[src/rtl/alu.sv]
// 8-bit registered ALU with NZCV flags for the CPU datapath; one-cycle latency.
// Define ALU_SAT_EN to make ADD/SUB saturate on signed overflow instead of wrapping.
module alu (
  input  logic       clk,
  input  logic       rst,
  input  logic       en,
  input  logic [7:0] A,
  input  logic [7:0] B,
  input  logic [2:0] OP_Code,
  output logic [7:0] Result,
  output logic [3:0] NZCV
);

  typedef enum logic [2:0] {
    OP_ADD = 3'b000,
    OP_SUB = 3'b001,
    OP_AND = 3'b010,
    OP_OR  = 3'b011,
    OP_XOR = 3'b100,
    OP_SHL = 3'b101,
    OP_SHR = 3'b110,
    OP_ASR = 3'b111
  } op_e;

  op_e        op;
  logic [8:0] wide;
  logic [7:0] res;
  logic       carry;
  logic       ovf;
  logic [3:0] flags;

  assign op = op_e'(OP_Code);

  always_comb begin
    // NOTE: every variable gets a default before the case so no path leaves
    // it unassigned; otherwise synthesis infers a latch.
    wide  = 9'd0;
    res   = 8'h00;
    carry = 1'b0;
    ovf   = 1'b0;
    case (op)
      OP_ADD: begin
        wide  = {1'b0, A} + {1'b0, B};
        res   = wide[7:0];
        carry = wide[8];
        ovf   = (A[7] == B[7]) && (wide[7] != A[7]);
      end
      OP_SUB: begin
        // Bit 8 of the 9-bit difference is the borrow: set iff A < B unsigned.
        wide  = {1'b0, A} - {1'b0, B};
        res   = wide[7:0];
        carry = wide[8];
        ovf   = (A[7] != B[7]) && (wide[7] != A[7]);
      end
      OP_AND: res = A & B;
      OP_OR:  res = A | B;
      OP_XOR: res = A ^ B;
      OP_SHL: begin
        res   = {A[6:0], 1'b0};
        carry = A[7];
      end
      OP_SHR: begin
        res   = {1'b0, A[7:1]};
        carry = A[0];
      end
      OP_ASR: begin
        res   = {A[7], A[7:1]};
        carry = A[0];
      end
      default: res = 8'h00;
    endcase
`ifdef ALU_SAT_EN
    // On overflow the true result has the sign of A, so clamp toward it.
    if (ovf) res = A[7] ? 8'h80 : 8'h7F;
`else
`endif
  end

  assign flags = {res[7], (res == 8'h00), carry, ovf};

  always_ff @(posedge clk) begin
    // NOTE: registers use non-blocking assignments so every flop samples
    // pre-edge values, independent of statement order.
    if (rst) begin
      Result <= 8'h00;
      NZCV   <= 4'b0000;
    end else if (en) begin
      Result <= res;
      NZCV   <= flags;
    end
  end

endmodule

[config.mk]
export PLATFORM = sky130hd
export DESIGN_NAME = alu
export DESIGN_NICKNAME = d
export VERILOG_FILES = /design/src/rtl/alu.sv
export SDC_FILE = /design/constraint.sdc
export NUM_CORES = 1
export LEC_CHECK = 0
export CAP_MARGIN = 0
export CORE_MARGIN = 4
export CORE_UTILIZATION = 58
export CTS_CLUSTER_SIZE = 24
export DETAILED_ROUTE_END_ITERATION = 8
export DONT_BUFFER_PORTS = 1
export HOLD_SLACK_MARGIN = 0.02
export PLACE_DENSITY = 0.76
export SETUP_SLACK_MARGIN = 0.5
export SLEW_MARGIN = 20
export SYNTH_ARGS = -nofsm -noshare
export SYNTH_HDL_FRONTEND = slang
export SYNTH_SLANG_ARGS = --single-unit
[constraint.sdc]
create_clock -name clk -period 2.5 [get_ports clk]
set_input_delay 0.5 -clock clk [delete_from_list [all_inputs] [get_ports clk]]
set_output_delay 0.5 -clock clk [all_outputs]
set_load 0.1 [all_outputs]
==> impl_metrics.yaml <==
yosys:
  synth-edff-count: 0
  synth_ff_type: "dfxtp_1"
  ys_seq_area_share_pct: 12.1
  synth_nets: 296
  synth_warnings: 0
  synth_cell_type_count: 58
  avgSynthCellArea_um2: 7.31
  yosys_register_bits: 11
  syn_area_mm2: 0.00181
  async_flop_share_pct: 0
  syn_inst: 248
die:
  start_util_pct: 59.9
  die_w_um: 63.9
  num_rows: 20
  die_area_mm2: 0.00408
  fp.coreArea_mm2: 0.00303
  die_y_um: 63.9
  io_pins: 34
route:
  avgViaCountPerCell: 6.08
  drt_pass1_iterations: 4
  first_iter_violations: 109
  drc: 0
  routedWlPerCell_um: 16.0
  drt_wl_total_um: 4830
  ant_nets: 0
  via_count: 1831
power_and_ir_drop:
  cellLeakagePower_nw: 0.909
  p_per_area_mw_per_mm2: 361
  p_total_uw: 793
  ir_worst_vdd_mv: 0.157
timing:
  fin_crit_sh_pct: 84.3
  min_period_ns: 2.11
  skew_ns: 0
  setup_slack_ns: 0.392
  drv_slew: 0
  fmax_mhz: 474
  final.setup.tns_ns: 0
  rsz0062_at_grt: "yes"
  tightestPinTransition_ns: 0.555
  setup_viol: 0
  maxSlewHeadroom_pct: 63.0
  finalHoldViolCount: 0
clocking:
  clkLatencyLatePin_ns: 0.27
  clk_pin_slew_ns: 0.07
  cts_made_buffers: 3
  cts-root-buf: "clkbuf_4"
  cts_sinks: 11
  h-tree-depth: 1
  cts_buffer_depth: 2
  cts_tree: "built"
  hold_buffers: 0
critical_path:
  start_kind: "input port"
  worstPathRequired_ns: 2.70
  worstRegToRegCells: 4
  r2r-start: "Result[7]$_SDFFE_PP0P_"
  end_kind: "flip-flop"
  crit_fanout: 4
  critPathArrivalTime_ns: 2.30
  cp-endpoint: "NZCV[2]$_SDFFE_PP0P_"
  criticalPathCategory: "in -> reg"
  reg2reg_slack_ns: 1.20
  crit_start: "A[0]"
  rr_endpoint: "Result[7]$_SDFFE_PP0P_"
placed_design:
  gp_congestion: 0.889
  dp_hpwl_um: 3290
  preCtsSetupSlack_ns: 0.0318
  io_buffers: 0
outcome:
  status: "complete, no violations"
global_routing:
  grt_pass1_vias: 1649
  grt_start_max_net_pins: 42
  antenna_found_initial: 0
  grt-ovfl-total: 0
  grtUsageTotal_pct: 22.4
  grt_pass1_wl_um: 7450
final_layout:
  fillers: 233
  layout_common_cells: "nand2_1 (23), buf_4 (23), ha_1 (18), inv_1 (17), nor2_1 (17)"
  syn_to_final_growth_pct: 21.0
  diodes: 0
  final_util_pct: 72.5
  drive_above_1_share_pct: 28.0
  final_nets: 306
flow_run:
  drv_cap: 0
worst_hold_path:
  hp-class: "in -> reg"
[metrics by stage]
step | area (um^2) | instances | hold slack, ns
floorplan | 1910 | 248 | 0.691
global placement | 1970 | 287 | 0.474
detailed placement | 1970 | 287 | 0.472
CTS | 2140 | 300 | 0.270
global route | 2190 | 301 | 0.265
finish | 2190 | 301 | 0.278
[how the worst min path moves through the flow]
stage	end	slack [ns]	start	depth (start not counted)
finish	Result[7]$_SDFFE_PP0P_	0.28	rst	1
detailed placement	Result[5]$_SDFFE_PP0P_	0.47	Result[5]$_SDFFE_PP0P_	2
global route	Result[7]$_SDFFE_PP0P_	0.26	rst	1
CTS	Result[7]$_SDFFE_PP0P_	0.27	rst	1
floorplan	NZCV[2]$_SDFFE_PP0P_	0.69	rst	2
global placement	Result[5]$_SDFFE_PP0P_	0.47	Result[5]$_SDFFE_PP0P_	2
[worst max-delay path, cell delays in order]
cell      delay, ns
ha_2           0.22
inv_1          0.07
fa_2           0.35
nand2b_1       0.17
a21oi_2        0.21
a31oi_2        0.15
xnor2_1        0.15
nand2_1        0.10
o211ai_1       0.11
o31ai_2        0.25
[routing by layer]
metal / wire length, um / vias to the layer above / track usage [%]
met5: 0 / - / 0
met4: 65 / 0 / 8.63
met3: 349 / 5 / 3.34
met2: 2300 / 67 / 37.2
met1: 2120 / 867 / 28.9
li1: - / 892 / -
[power by group]
group | switching [mW] | total, mW | internal (mW)
Sequential | 0.00477 | 0.193 | 0.188
Clock | 0.0596 | 0.122 | 0.0619
Combinational | 0.294 | 0.479 | 0.185
[state kept, by name (all words and copies together) (netlist names)]
signal  count
Result      8
NZCV        3
[cell usage after synthesis (all sizes together), types with 3 or more instances]
cell type  count  area, um^2
nor3           7        35.0
a211oi         5        37.5
xnor2          4        35.0
clkbuf         8        30.0
nand3b         3        22.5
a31oi          4        25.0
nor2b          4        25.0
inv           27         101
nor2          18        70.1
ha            24         300
o211ai         5        37.5
dfxtp         11         220
nand2         23        86.3
mux2i          8        80.1
nor3b          5        37.5
or3b           3        26.3
a21oi         15        75.1
nand2b         7        43.8
nor4b          3        32.5
o21ai         16        80.1
buf           11        65.1
[area by class of cell]
class	instances	area (um^2)	share of cell area (%)
inverters	27	139	6.33
repair buffers	24	184	8.38
multi-input cells	191	1570	71.5
well taps	44	55.1	2.51
clock buffers	4	26.3	1.20
flip-flops and latches	11	221	10.1
[cells by family after synthesis]
kind of cell	share of synthesized area, %
multiplexers	5.24
AO/OA/AOI/OAI	28.0
XOR/XNOR	2.90
adder cells (fa/ha/maj)	18.8
AND/OR/NAND/NOR	22.2
flip-flops	12.1
buffers and inverters	10.8
[repair_timing]
item,4_1_cts,5_1_grt
setup endpoints to repair,4,5
setup buffers,9,1
pin swaps,14,13
cloned,0,0
gates resized for setup,20,10
(Power assumes the default switching activity.)
